**config.mk**
```make
export PLATFORM = sky130hd
export DESIGN_NAME = alu_writeback
export DESIGN_NICKNAME = d
export VERILOG_FILES = /design/src/rtl/alu_writeback.sv
export SDC_FILE = /design/constraint.sdc
export NUM_CORES = 1
export LEC_CHECK = 0
export CORE_ASPECT_RATIO = 0.75
export CORE_MARGIN = 3
export CORE_UTILIZATION = 30
export CTS_CLUSTER_DIAMETER = 100
export DETAILED_ROUTE_END_ITERATION = 16
export DONT_BUFFER_PORTS = 1
export PLACE_DENSITY = 0.53
export REMOVE_ABC_BUFFERS = 1
export SKIP_LAST_GASP = 1
export SYNTH_ARGS = -nofsm -noshare
export SYNTH_HDL_FRONTEND = slang
export SYNTH_SLANG_ARGS = --single-unit
```
**constraint.sdc**
```tcl
create_clock -name clk -period 2.48 [get_ports clk]
set_input_delay 0.496 -clock clk [delete_from_list [all_inputs] [get_ports clk]]
set_output_delay 0.496 -clock clk [all_outputs]
set_load 0.02 [all_outputs]
```
**src/rtl/alu_writeback.sv**
```systemverilog
// Writeback stage behind a 1-cycle ALU: captures results and flags, then writes the register file.
// Optional WB_BYPASS_EN adds byp_valid/byp_addr/byp_data mirroring the write in progress.
module alu_writeback (
    input  logic        clk,
    input  logic        rst,
    input  logic        issue_valid,
    input  logic [7:0]  issue_op,
    input  logic [3:0]  issue_rd,
    output logic        issue_ready,
    input  logic [15:0] alu_acc,
    input  logic [15:0] alu_c,
    input  logic        alu_c_flag,
    input  logic        alu_z_flag,
    input  logic        alu_o_flag,
    output logic        rf_we,
    output logic [3:0]  rf_waddr,
    output logic [15:0] rf_wdata,
    input  logic        rf_ready,
    output logic        cf,
    output logic        zf,
    output logic        of,
    output logic        busy,
`ifdef WB_BYPASS_EN
    output logic        byp_valid,
    output logic [3:0]  byp_addr,
    output logic [15:0] byp_data,
`endif
    output logic [1:0]  dbg_state
);

    typedef enum logic [1:0] {
        IDLE  = 2'd0,
        CAPT  = 2'd1,
        WR_LO = 2'd2,
        WR_HI = 2'd3
    } state_t;

    // Handshakes: an issue is taken on a clock edge where issue_valid && issue_ready;
    // a register-file write completes on a clock edge where rf_we && rf_ready, and
    // rf_we/rf_waddr/rf_wdata stay constant until that edge.

    state_t      state;
    logic [7:0]  op_q;
    logic [3:0]  rd_q;
    logic [15:0] c_q;

    function automatic logic op_all_flags(input logic [7:0] op);
        return (op >= 8'h01 && op <= 8'h04) || op == 8'h09;
    endfunction

    function automatic logic op_zf_only(input logic [7:0] op);
        return (op >= 8'h05 && op <= 8'h08) || op == 8'h11;
    endfunction

    function automatic logic op_no_write(input logic [7:0] op);
        return op == 8'h09 || op == 8'h11 || op == 8'h00 || op > 8'h11;
    endfunction

    function automatic logic op_two_writes(input logic [7:0] op);
        return op == 8'h06 || op == 8'h08;
    endfunction

    always_ff @(posedge clk) begin
        if (rst) begin
            state    <= IDLE;
            op_q     <= '0;
            rd_q     <= '0;
            c_q      <= '0;
            rf_we    <= 1'b0;
            rf_waddr <= '0;
            rf_wdata <= '0;
            cf       <= 1'b0;
            zf       <= 1'b0;
            of       <= 1'b0;
        end else begin
            case (state)
                IDLE: begin
                    if (issue_valid) begin
                        op_q  <= issue_op;
                        rd_q  <= issue_rd;
                        state <= CAPT;
                    end
                end
                CAPT: begin
                    c_q <= alu_c;
                    if (op_all_flags(op_q)) begin
                        cf <= alu_c_flag;
                        zf <= alu_z_flag;
                        of <= alu_o_flag;
                    end else if (op_zf_only(op_q)) begin
                        zf <= alu_z_flag;
                    end
                    if (op_no_write(op_q)) begin
                        state <= IDLE;
                    end else begin
                        state    <= WR_LO;
                        rf_we    <= 1'b1;
                        rf_waddr <= rd_q;
                        rf_wdata <= alu_acc;
                    end
                end
                WR_LO: begin
                    if (rf_ready) begin
                        if (op_two_writes(op_q)) begin
                            // High half goes to the next register; rd=15 wraps to r0.
                            state    <= WR_HI;
                            rf_waddr <= rd_q + 4'd1;
                            rf_wdata <= c_q;
                        end else begin
                            state    <= IDLE;
                            rf_we    <= 1'b0;
                            rf_waddr <= '0;
                            rf_wdata <= '0;
                        end
                    end
                end
                WR_HI: begin
                    if (rf_ready) begin
                        state    <= IDLE;
                        rf_we    <= 1'b0;
                        rf_waddr <= '0;
                        rf_wdata <= '0;
                    end
                end
                default: state <= IDLE;
            endcase
        end
    end

    assign issue_ready = (state == IDLE);
    assign busy        = (state != IDLE);
    assign dbg_state   = state;

`ifdef WB_BYPASS_EN
    // rf_* are only non-zero in the write states, so they can be forwarded directly.
    assign byp_valid = rf_we;
    assign byp_addr  = rf_waddr;
    assign byp_data  = rf_wdata;
`endif

endmodule

```
==> impl_metrics.env, run 1 <==
export IMPL_worstPathRequired_ps=2680
export IMPL_core_area_sq_um=8058
export IMPL_clock_skew_final_ps=3.113
export IMPL_worst_path_stages=5
export IMPL_routed_wl_mm=6.655
export IMPL_crit_end="rf_waddr[0]$_SDFFE_PP0P_"
export IMPL_yosysTopAreaCell="sky130_fd_sc_hd__dfxtp_1"
export IMPL_areaGrowthSynthToFinish_pct=11.46
export IMPL_initialDrtViolationCount=87
export IMPL_grt_overflow_total=0
export IMPL_cts_hold_repair_buffers=0
export IMPL_numPortBuffers=0
export IMPL_min_from="rst"
export IMPL_synthTopCellsByArea="sky130_fd_sc_hd__dfxtp_1 42%, sky130_fd_sc_hd__a221oi_2 11%, sky130_fd_sc_hd__nand2_1 9.4%"
export IMPL_layout_worst_path_cycle_share=0.8231
export IMPL_total_of_flip_flops_plus_latches_after_synthesis=54
export IMPL_number_of_sinks_handled_by_clock_tree_synthesis=54
export IMPL_routedWlPerCell_um=17.70
export IMPL_postCtsSetupRepairBufs=0
export IMPL_die_width_um=112.3
export IMPL_hold_path_cell_count=1
export IMPL_floorplan_initialDensity=0.3157
export IMPL_critPathCaptureType="register"
export IMPL_firstDrtPassIters=4
export IMPL_post_layout_total_power_mw=2.041
export IMPL_clk_pin_slew_ps=70
export IMPL_post_dp_hpwl_mm=4.687
export IMPL_holdWs_ps=272.9
export IMPL_clk_root_buffer_cell="sky130_fd_sc_hd__clkbuf_16"
export IMPL_achievable_frequency_mhz=489.9
export IMPL_path_max_fanout=23
export IMPL_final_setup_slack_of_the_worst_path_ps=438.6
export IMPL_routed_wl_met3_um=548
export IMPL_tritoncts_num_buffers=5
export IMPL_synthesized_area_per_cell_sq_um=9.150
export IMPL_antenna_violations_before_repair=0
export IMPL_ctsResizeCount=0
export IMPL_cpPeakStageDelay_ps=470
export IMPL_timing_critical_path_buf_inv=1
export IMPL_worst_endpoint_arrival_ps=2240
export IMPL_final_common_cell="sky130_fd_sc_hd__nand2_1"
export IMPL_grt_pass1_vias=1898
export IMPL_slew_headroom=0.4612
export IMPL_status="finished, final reports clean"
export IMPL_tightestPinTransition_ps=806.3
export IMPL_n_antenna_cell=0
export IMPL_met1_length_mm=3.197
export IMPL_drcViolationCount=0
export IMPL_synthesis_instances=278
export IMPL_rsz0062_at_grt="no"
export IMPL_synthesis_yosys_warnings=0
export IMPL_layout_drive_gt1_share=0.2251
export IMPL_synth_top_cell_area_share=0.4250
export IMPL_top_layer_used="met4"
export IMPL_ir_worst_vdd_mv=0.2565
export IMPL_grt_max_degree=52
export IMPL_grt_pass1_wl_mm=10.58
export IMPL_wl_met2_mm=2.844
export IMPL_cts_buffer_depth=2
export IMPL_final_critical_path_required_period_ps=2041
export IMPL_r2r_path_start="op_q[3]$_SDFFE_PP0P_"
export IMPL_finalMaxSlewViolations=0
export IMPL_fp_dieArea_sq_um=9631
export IMPL_synth_lib_cells_used_distinct=38
export IMPL_die_h_um=85.75
export IMPL_seq_area_frac_synth=0.4250
export IMPL_routabilityCongestion=0.7364
export IMPL_finalSetupViolCount=0
export IMPL_layout_cells_most_common_list="64 x sky130_fd_sc_hd__nand2_1, 54 x sky130_fd_sc_hd__dfxtp_1, 30 x sky130_fd_sc_hd__a21oi_1, 24 x sky130_fd_sc_hd__nor2_1, 19 x sky130_fd_sc_hd__a221oi_2"
export IMPL_timing_critical_path_cells="or3b_1 > a2111oi_4 > buf_12 > o21ai_0 > a221oi_2"
export IMPL_io_pins=79
export IMPL_cts_max_level=2
export IMPL_avgViaCountPerCell=5.173
export IMPL_cp_start_kind="register"
export IMPL_std_cell_rows=28
export IMPL_synth_cell_area_sq_um=2544
export IMPL_worstSkewPairLatency_ps=290
export IMPL_drv_cap=0
export IMPL_crit_slowest_cell="sky130_fd_sc_hd__dfxtp_1"
export IMPL_tritoncts="done"
export IMPL_total_leakage_power_nw=0.9033
export IMPL_detailroute_via_count=1945
export IMPL_post_route_util=0.3519
export IMPL_crit_type="reg2reg"
export IMPL_nets=323
export IMPL_ant_nets=0
export IMPL_hp_class="in2reg"
export IMPL_setup_reg_to_reg_worst_slack_ps=440
export IMPL_grt_usage=0.1387
export IMPL_place_ws_ps=450.4
export IMPL_power_density_nw_per_um2=719.7
export IMPL_worst_r2r_cell_count=5
export IMPL_setup_worst_path_start="op_q[3]$_SDFFE_PP0P_"
export IMPL_path_delay_family="compound AO/OA/AOI/OAI gates"
export IMPL_destination_of_the_worst_register_to_register_timing_path="rf_waddr[0]$_SDFFE_PP0P_"
export IMPL_timing_hold_violations_final=0
-- logic make-up after synthesis --
| kind of cell | Yosys count | synth area share |
|---|---|---|
| compound gates | 82 | 0.3197 |
| flops | 54 | 0.4250 |
| buf+inv | 28 | 0.05116 |
| fa+ha+maj | 1 | 0.004918 |
| xor+xnor | 1 | 0.003444 |
| mux | 2 | 0.007870 |
| simple gates | 110 | 0.1879 |
-- state kept, by name (all words and copies together), names as in the netlist --
name	flops
zf	1
op_q	8
rd_q	4
rf_waddr	4
c_q	16
rf_wdata	16
dbg_state	2
of	1
rf_we	1
cf	1
-- how the worst min path moves through the flow --
stage	slack, ps	to
2_1_floorplan	440	op_q[7]$_SDFFE_PP0P_
3_3_place_gp	450	c_q[9]$_SDFFE_PP0N_
3_5_place_dp	450	c_q[5]$_SDFFE_PP0N_
4_1_cts	260	rf_waddr[3]$_SDFFE_PP0P_
5_1_grt	260	rf_wdata[13]$_SDFFE_PP0P_
6_report	270	rf_waddr[3]$_SDFFE_PP0P_
-- synthesized netlist by cell type --
cell type	count
sky130_fd_sc_hd__a2111oi_0	1
sky130_fd_sc_hd__a2111oi_1	1
sky130_fd_sc_hd__a2111oi_4	2
sky130_fd_sc_hd__a211oi_1	1
sky130_fd_sc_hd__a211oi_2	1
sky130_fd_sc_hd__a21oi_1	30
sky130_fd_sc_hd__a221oi_2	19
sky130_fd_sc_hd__a22oi_1	1
sky130_fd_sc_hd__a22oi_2	17
sky130_fd_sc_hd__a31o_2	1
sky130_fd_sc_hd__a31oi_1	2
sky130_fd_sc_hd__and2_1	1
sky130_fd_sc_hd__buf_2	8
sky130_fd_sc_hd__buf_6	2
sky130_fd_sc_hd__clkbuf_1	13
sky130_fd_sc_hd__dfxtp_1	54
sky130_fd_sc_hd__ha_1	1
sky130_fd_sc_hd__inv_1	5
sky130_fd_sc_hd__mux2i_1	2
sky130_fd_sc_hd__nand2_1	64
sky130_fd_sc_hd__nand2b_1	4
sky130_fd_sc_hd__nand3_1	3
sky130_fd_sc_hd__nand3b_1	2
sky130_fd_sc_hd__nand4_1	1
sky130_fd_sc_hd__nor2_1	26
sky130_fd_sc_hd__nor2b_1	2
sky130_fd_sc_hd__nor3b_1	1
sky130_fd_sc_hd__o21ai_0	2
sky130_fd_sc_hd__o21bai_1	1
sky130_fd_sc_hd__o22ai_1	1
sky130_fd_sc_hd__o311a_1	1
sky130_fd_sc_hd__o41ai_1	1
sky130_fd_sc_hd__or2_2	1
sky130_fd_sc_hd__or3_1	2
sky130_fd_sc_hd__or3b_1	1
sky130_fd_sc_hd__or4_4	1
sky130_fd_sc_hd__or4b_4	1
sky130_fd_sc_hd__xnor2_1	1
-- layer usage --
layer	vias to the layer above	global-route usage
li1	980	-
met5	-	0
met2	56	0.1920
met1	905	0.1978
met4	0	0.04585
met3	4	0.05148
-- power breakdown --
| part | internal (mW) | switching, mW |
|---|---|---|
| clock network | 0.499 | 0.303 |
| registers | 0.923 | 0.0822 |
| logic | 0.101 | 0.132 |
-- per-stage QoR --
| step | instances | setup TNS [ps] | area (sq um) |
|---|---|---|---|
| after global placement | 369 | 0 | 2666 |
| after CTS | 376 | 0 | 2835 |
| after global routing | 376 | 0 | 2835 |
| final | 376 | 0 | 2835 |
| after floorplan | 255 | -7344 | 2432 |
| after detailed placement | 369 | 0 | 2666 |
-- layout make-up --
type,count,area (sq um)
clock inverter,1,30.03
multi-input combinational,196,1343
inverter,5,18.77
fill,834,5223
tap,105,131.4
timing repair buffer,9,92.59
sequential,54,1081
clock buffer,6,138.9
Power figures use the tool's default switching activity.
==> inputs of run 2 (changes only) <==
Clock period 2.48 ns to 2 ns, I/O delays scaled along.
==> run 2 against run 1 <==
First-iteration DRC count up 10%. Cell area up 6.3%. Critical path depth up 1. Sequential share of layout area down 2.2 points. Worst setup slack worse by 370 ps. Critical endpoint is now rf_wdata[9]$_SDFFE_PP0P_.
==> impl_metrics.env, run 2 (same netlist as run 1, synthesis figures left out) <==
export IMPL_core_area_sq_um=8058
export IMPL_routabilityCongestion=0.8229
export IMPL_post_layout_total_power_mw=2.565
export IMPL_worst_endpoint_arrival_ps=2130
export IMPL_tightestPinTransition_ps=462.5
export IMPL_firstDrtPassIters=4
export IMPL_crit_type="reg2reg"
export IMPL_final_common_cell="sky130_fd_sc_hd__nand2_1"
export IMPL_routed_wl_mm=7.492
export IMPL_worstSkewPairLatency_ps=290
export IMPL_rsz0062_at_grt="yes"
export IMPL_destination_of_the_worst_register_to_register_timing_path="rf_wdata[9]$_SDFFE_PP0P_"
export IMPL_layout_cells_most_common_list="64 x sky130_fd_sc_hd__nand2_1, 53 x sky130_fd_sc_hd__dfxtp_1, 30 x sky130_fd_sc_hd__a21oi_1, 24 x sky130_fd_sc_hd__nor2_1, 19 x sky130_fd_sc_hd__a221oi_2"
export IMPL_cts_hold_repair_buffers=0
export IMPL_areaGrowthSynthToFinish_pct=18.49
export IMPL_die_h_um=85.75
export IMPL_clockPowerShare=0.385
export IMPL_io_pins=79
export IMPL_groute_layer_met1_usage=0.2021
export IMPL_final_setup_slack_of_the_worst_path_ps=71.97
export IMPL_initialDrtViolationCount=96
export IMPL_clk_root_buffer_cell="sky130_fd_sc_hd__clkbuf_16"
export IMPL_number_of_sinks_handled_by_clock_tree_synthesis=54
export IMPL_fp_dieArea_sq_um=9631
export IMPL_slew_headroom=0.6909
export IMPL_internal_power_mw=1.880
export IMPL_finalSetupViolCount=0
export IMPL_achievable_frequency_mhz=518.7
export IMPL_nets=340
export IMPL_crit_slowest_cell="sky130_fd_sc_hd__or4_4"
export IMPL_tritoncts="done"
export IMPL_p_sw_frac=0.2669
export IMPL_place_ws_ps=30.35
export IMPL_finalInstanceArea_sq_um=3014
export IMPL_cts_max_level=2
export IMPL_grt_max_degree=52
export IMPL_setup_worst_path_start="op_q[4]$_SDFFE_PP0P_"
export IMPL_cp_start_kind="register"
export IMPL_routedWlPerCell_um=19.02
export IMPL_n_antenna_cell=0
export IMPL_setup_reg_to_reg_worst_slack_ps=70
export IMPL_post_dp_hpwl_mm=4.919
export IMPL_min_from="rst"
export IMPL_hp_class="in2reg"
export IMPL_timing_critical_path_cells="or4_4 > a2111oi_4 > buf_4 > buf_12 > a22oi_2 > a221oi_2"
export IMPL_ant_nets=0
export IMPL_grt_util_met3=0.05430
export IMPL_grt_overflow_total=0
export IMPL_layout_worst_path_cycle_share=0.9640
export IMPL_std_cell_rows=28
export IMPL_drcViolationCount=0
export IMPL_num_fill_cells=820
export IMPL_total_leakage_power_nw=0.9955
export IMPL_grt_usage=0.1462
export IMPL_path_max_fanout=8
export IMPL_crit_end="rf_wdata[9]$_SDFFE_PP0P_"
export IMPL_clk_pin_slew_ps=70
export IMPL_post_route_util=0.3741
export IMPL_floorplan_initialDensity=0.3157
export IMPL_critPathCaptureType="register"
export IMPL_layout_drive_gt1_share=0.2837
export IMPL_ir_worst_vdd_mv=0.3238
export IMPL_clock_skew_final_ps=4.320
export IMPL_pwr_share_comb=0.132
export IMPL_top_registers="c_q: 16 flops, rf_wdata: 16 flops, op_q: 8 flops"
export IMPL_drv_cap=0
export IMPL_r2r_path_start="op_q[4]$_SDFFE_PP0P_"
export IMPL_post_dp_cell_area_sq_um=2741
export IMPL_met2_use_gr=0.2131
export IMPL_tritoncts_num_buffers=5
export IMPL_detailroute_via_count=2097
export IMPL_power_net_switching_mw=0.6845
export IMPL_cts_buffer_depth=2
export IMPL_status="finished, final reports clean"
export IMPL_grt_pass1_vias=1984
export IMPL_totalNegativeSetupSlack_ps=0
export IMPL_cpPeakStageDelay_ps=550
export IMPL_final_critical_path_required_period_ps=1928
export IMPL_numPortBuffers=0
export IMPL_finalMaxSlewViolations=0
export IMPL_grt_pass1_wl_mm=11.11
export IMPL_sequentialPowerShare=0.483
export IMPL_globalRoute_busiestLayer="met2"
export IMPL_die_width_um=112.3
export IMPL_power_density_nw_per_um2=850.9
export IMPL_antenna_violations_before_repair=0
export IMPL_avgViaCountPerCell=5.322
export IMPL_worstPathRequired_ps=2200
export IMPL_timing_hold_violations_final=0
export IMPL_worst_r2r_cell_count=6
==> run 2: cell types whose count changed in the layout (fill, tap and decap cells not counted), sizes merged <==
cell    previous run  this run
buf                9        22
nor2              26        29
clkinv             0         2
==> run 2: stage by stage <==
| stage | hold slack (ps) | cells |
|---|---|---|
| after floorplan | 437.2 | 255 |
| after CTS | 161.6 | 387 |
| after detailed placement | 452.2 | 379 |
| after global placement | 447.3 | 379 |
| final | 170.5 | 394 |
| after global routing | 156.5 | 394 |
==> run 2: final cells by class <==
type	count	area, sq um	share of cell area
clock buffers	5	125.1	0.04151
multi-input cells	199	1386	0.4599
clock inverters	3	40.04	0.01328
flip-flops and latches	54	1082	0.3591
inverters	5	18.77	0.006227
well taps	105	131.4	0.04359
repair buffers	23	230.2	0.07638
==> run 2: worst min path at each step <==
stage	endpoint	depth (start not counted)	slack (ps)
2_1_floorplan	op_q[7]$_SDFFE_PP0P_	2	440
3_3_place_gp	c_q[6]$_SDFFE_PP0N_	2	450
3_5_place_dp	c_q[14]$_SDFFE_PP0N_	2	450
4_1_cts	rf_waddr[3]$_SDFFE_PP0P_	1	160
5_1_grt	op_q[4]$_SDFFE_PP0P_	1	160
6_report	op_q[7]$_SDFFE_PP0P_	1	170
==> run 2: worst max-delay path: cells and delay by family, from the launching register on <==
family                 cells  cell delay, ps
AOI/OAI and AO/OA          3             620
buffers and inverters      2             340
DFF                        1             330
and+or+nand+nor            1             550
==> run 2: metal layers <==
layer,up-vias,part of all wire
met5,-,0
met4,0,0.011
met3,7,0.076
met2,62,0.43
met1,1014,0.49
li1,1014,-
==> run 2: what timing repair did <==
item                       in CTS  in global routing
hold endpoints to repair        0                  0
buffers inserted                0                  3
resized for setup               0                 10
setup endpoints to repair       0                 20
==> run 2: power groups by stage <==
stage | combinational (mW) | sequential (mW) | clock (mW)
3_3_place_gp | 0.315 | 1.26 | 0
6_report | 0.338 | 1.24 | 0.988
5_1_grt | 0.374 | 1.25 | 1.06
4_1_cts | 0.323 | 1.24 | 1.01
3_5_place_dp | 0.322 | 1.27 | 0
2_1_floorplan | 0.225 | 1.26 | 0
==> inputs of run 3 (changes only) <==
Settings changed: CORE_ASPECT_RATIO 0.75 to 1.75, TNS_END_PERCENT from default to 50.
==> run 3 against run 2 <==
Critical path depth fell by 1. Global-route usage rose by 0.32 points. Count of clock-buffer cells in the layout did not move. Sequential power barely moved. Combinational power rose by 1%. Die area rose by 0.33%. Cell area rose by 0.83%. Critical endpoint is now rf_wdata[5]$_SDFFE_PP0P_. Highest routed layer unchanged.
==> impl_metrics.env, run 3 (same netlist as run 1, synthesis figures left out) <==
export IMPL_worst_r2r_cell_count=5
export IMPL_critPathCaptureType="register"
export IMPL_tightestPinTransition_ps=438.6
export IMPL_ir_worst_vdd_mv=0.3619
export IMPL_ant_nets=0
export IMPL_top_registers="c_q: 16 flops, rf_wdata: 16 flops, op_q: 8 flops"
export IMPL_std_cell_rows=43
export IMPL_routabilityCongestion=0.8274
export IMPL_layout_cells_most_common_list="64 x sky130_fd_sc_hd__nand2_1, 50 x sky130_fd_sc_hd__dfxtp_1, 30 x sky130_fd_sc_hd__a21oi_1, 24 x sky130_fd_sc_hd__nor2_1, 18 x sky130_fd_sc_hd__a221oi_2"
export IMPL_worst_endpoint_arrival_ps=2170
export IMPL_crit_slowest_cell="sky130_fd_sc_hd__or4b_4"
export IMPL_layout_drive_gt1_share=0.2951
export IMPL_die_width_um=75.61
export IMPL_place_ws_ps=19.88
export IMPL_post_dp_hpwl_mm=4.983
export IMPL_layout_worst_path_cycle_share=0.9940
export IMPL_path_delay_family="simple AND/OR/NAND/NOR gates"
export IMPL_final_setup_slack_of_the_worst_path_ps=12.00
export IMPL_hold_path_cell_count=1
export IMPL_worstSkewPairLatency_ps=300
export IMPL_initialDrtViolationCount=95
export IMPL_timing_critical_path_cells="or4b_4 > a2111oi_4 > or3_4 > buf_12 > a221oi_2"
export IMPL_tritoncts_num_buffers=5
export IMPL_nets=339
export IMPL_worst_path_stages=5
export IMPL_clock_skew_final_ps=10.71
export IMPL_timing_hold_violations_final=0
export IMPL_path_max_fanout=10
export IMPL_grt_overflow_total=0
export IMPL_floorplan_initialDensity=0.3152
export IMPL_setup_reg_to_reg_worst_slack_ps=10
export IMPL_grt_pass1_vias=2062
export IMPL_finalMaxSlewViolations=0
export IMPL_areaGrowthSynthToFinish_pct=19.48
export IMPL_slew_headroom=0.7069
export IMPL_final_critical_path_required_period_ps=1988
export IMPL_worstPathRequired_ps=2190
export IMPL_n_antenna_cell=0
export IMPL_fp_dieArea_sq_um=9663
export IMPL_status="finished, final reports clean"
export IMPL_cpPeakStageDelay_ps=550
export IMPL_grt_usage=0.1494
export IMPL_timing_critical_path_buf_inv=1
export IMPL_power_density_nw_per_um2=811.7
export IMPL_cts_hold_repair_buffers=0
export IMPL_placed_cells_incl_taps=365
export IMPL_cp_start_kind="register"
export IMPL_number_of_sinks_handled_by_clock_tree_synthesis=54
export IMPL_totalNegativeSetupSlack_ps=0
export IMPL_crit_type="reg2reg"
export IMPL_die_h_um=127.8
export IMPL_grt_pass1_wl_mm=10.73
export IMPL_grt_max_degree=52
export IMPL_core_area_sq_um=8070
export IMPL_avgViaCountPerCell=5.452
export IMPL_drcViolationCount=0
export IMPL_cts_max_level=2
export IMPL_final_common_cell="sky130_fd_sc_hd__nand2_1"
export IMPL_antenna_violations_before_repair=0
export IMPL_fin_cells=378
export IMPL_firstDrtPassIters=4
export IMPL_numPortBuffers=0
export IMPL_detailroute_via_count=2061
export IMPL_total_leakage_power_nw=1.010
export IMPL_routed_wl_mm=7.293
export IMPL_achievable_frequency_mhz=503.0
export IMPL_drv_cap=0
export IMPL_rsz0062_at_grt="yes"
export IMPL_tritoncts="done"
export IMPL_io_pins=79
export IMPL_clk_pin_slew_ps=70
export IMPL_clk_root_buffer_cell="sky130_fd_sc_hd__clkbuf_16"
export IMPL_post_layout_total_power_mw=2.467
export IMPL_hp_class="in2reg"
export IMPL_cts_buffer_depth=2
export IMPL_finalSetupViolCount=0
export IMPL_routedWlPerCell_um=19.29
[run 3: area by class of cell]
class                   instances  area, sq um
clock buffers                   5        125.1
clock inverters                 3        21.27
fillers                       849         5031
inverters                       5        18.77
multi-input cells             196         1373
flip-flops and latches         54         1086
well taps                      90        112.6
repair buffers                 25        302.8
[run 3: routing by layer]
metal  vias up  global-route usage  share of wire
met1       988              0.1577           0.38
met5         -                   0              0
met2        49              0.2634           0.55
met3        12             0.03846          0.049
li1       1012                   -              -
met4         0             0.07312          0.029
[run 3: final timing paths]
kind,from,to
setup / recovery,op_q[3]$_SDFFE_PP0P_,rf_wdata[5]$_SDFFE_PP0P_
hold / removal,rst,dbg_state[1]$_SDFFE_PP0P_
setup reg to reg,op_q[3]$_SDFFE_PP0P_,rf_wdata[5]$_SDFFE_PP0P_
hold reg to reg,c_q[10]$_SDFFE_PP0N_,c_q[10]$_SDFFE_PP0N_
[run 3: repair_timing]
action                                  in CTS  in global routing
hold endpoints to repair                     0                  0
buffers inserted                             0                  3
endpoints found under the setup margin       0                 20
gates resized for setup                      0                 16
[run 3: where the power goes]
group | switching [mW] | internal (mW) | leakage, nW
clock | 0.416 | 0.465 | 0.0698
combinational | 0.181 | 0.162 | 0.499
sequential | 0.0978 | 1.14 | 0.442
[run 3: per-stage QoR]
stage               hold slack [ps]    util  cell area, sq um
floorplan                     437.2       -              2432
global placement              448.3  0.3392              2738
detailed placement            450.6  0.3392              2738
CTS                           160.7  0.3574              2884
global route                  160.5  0.3766              3039
finish                        167.5  0.3766              3039
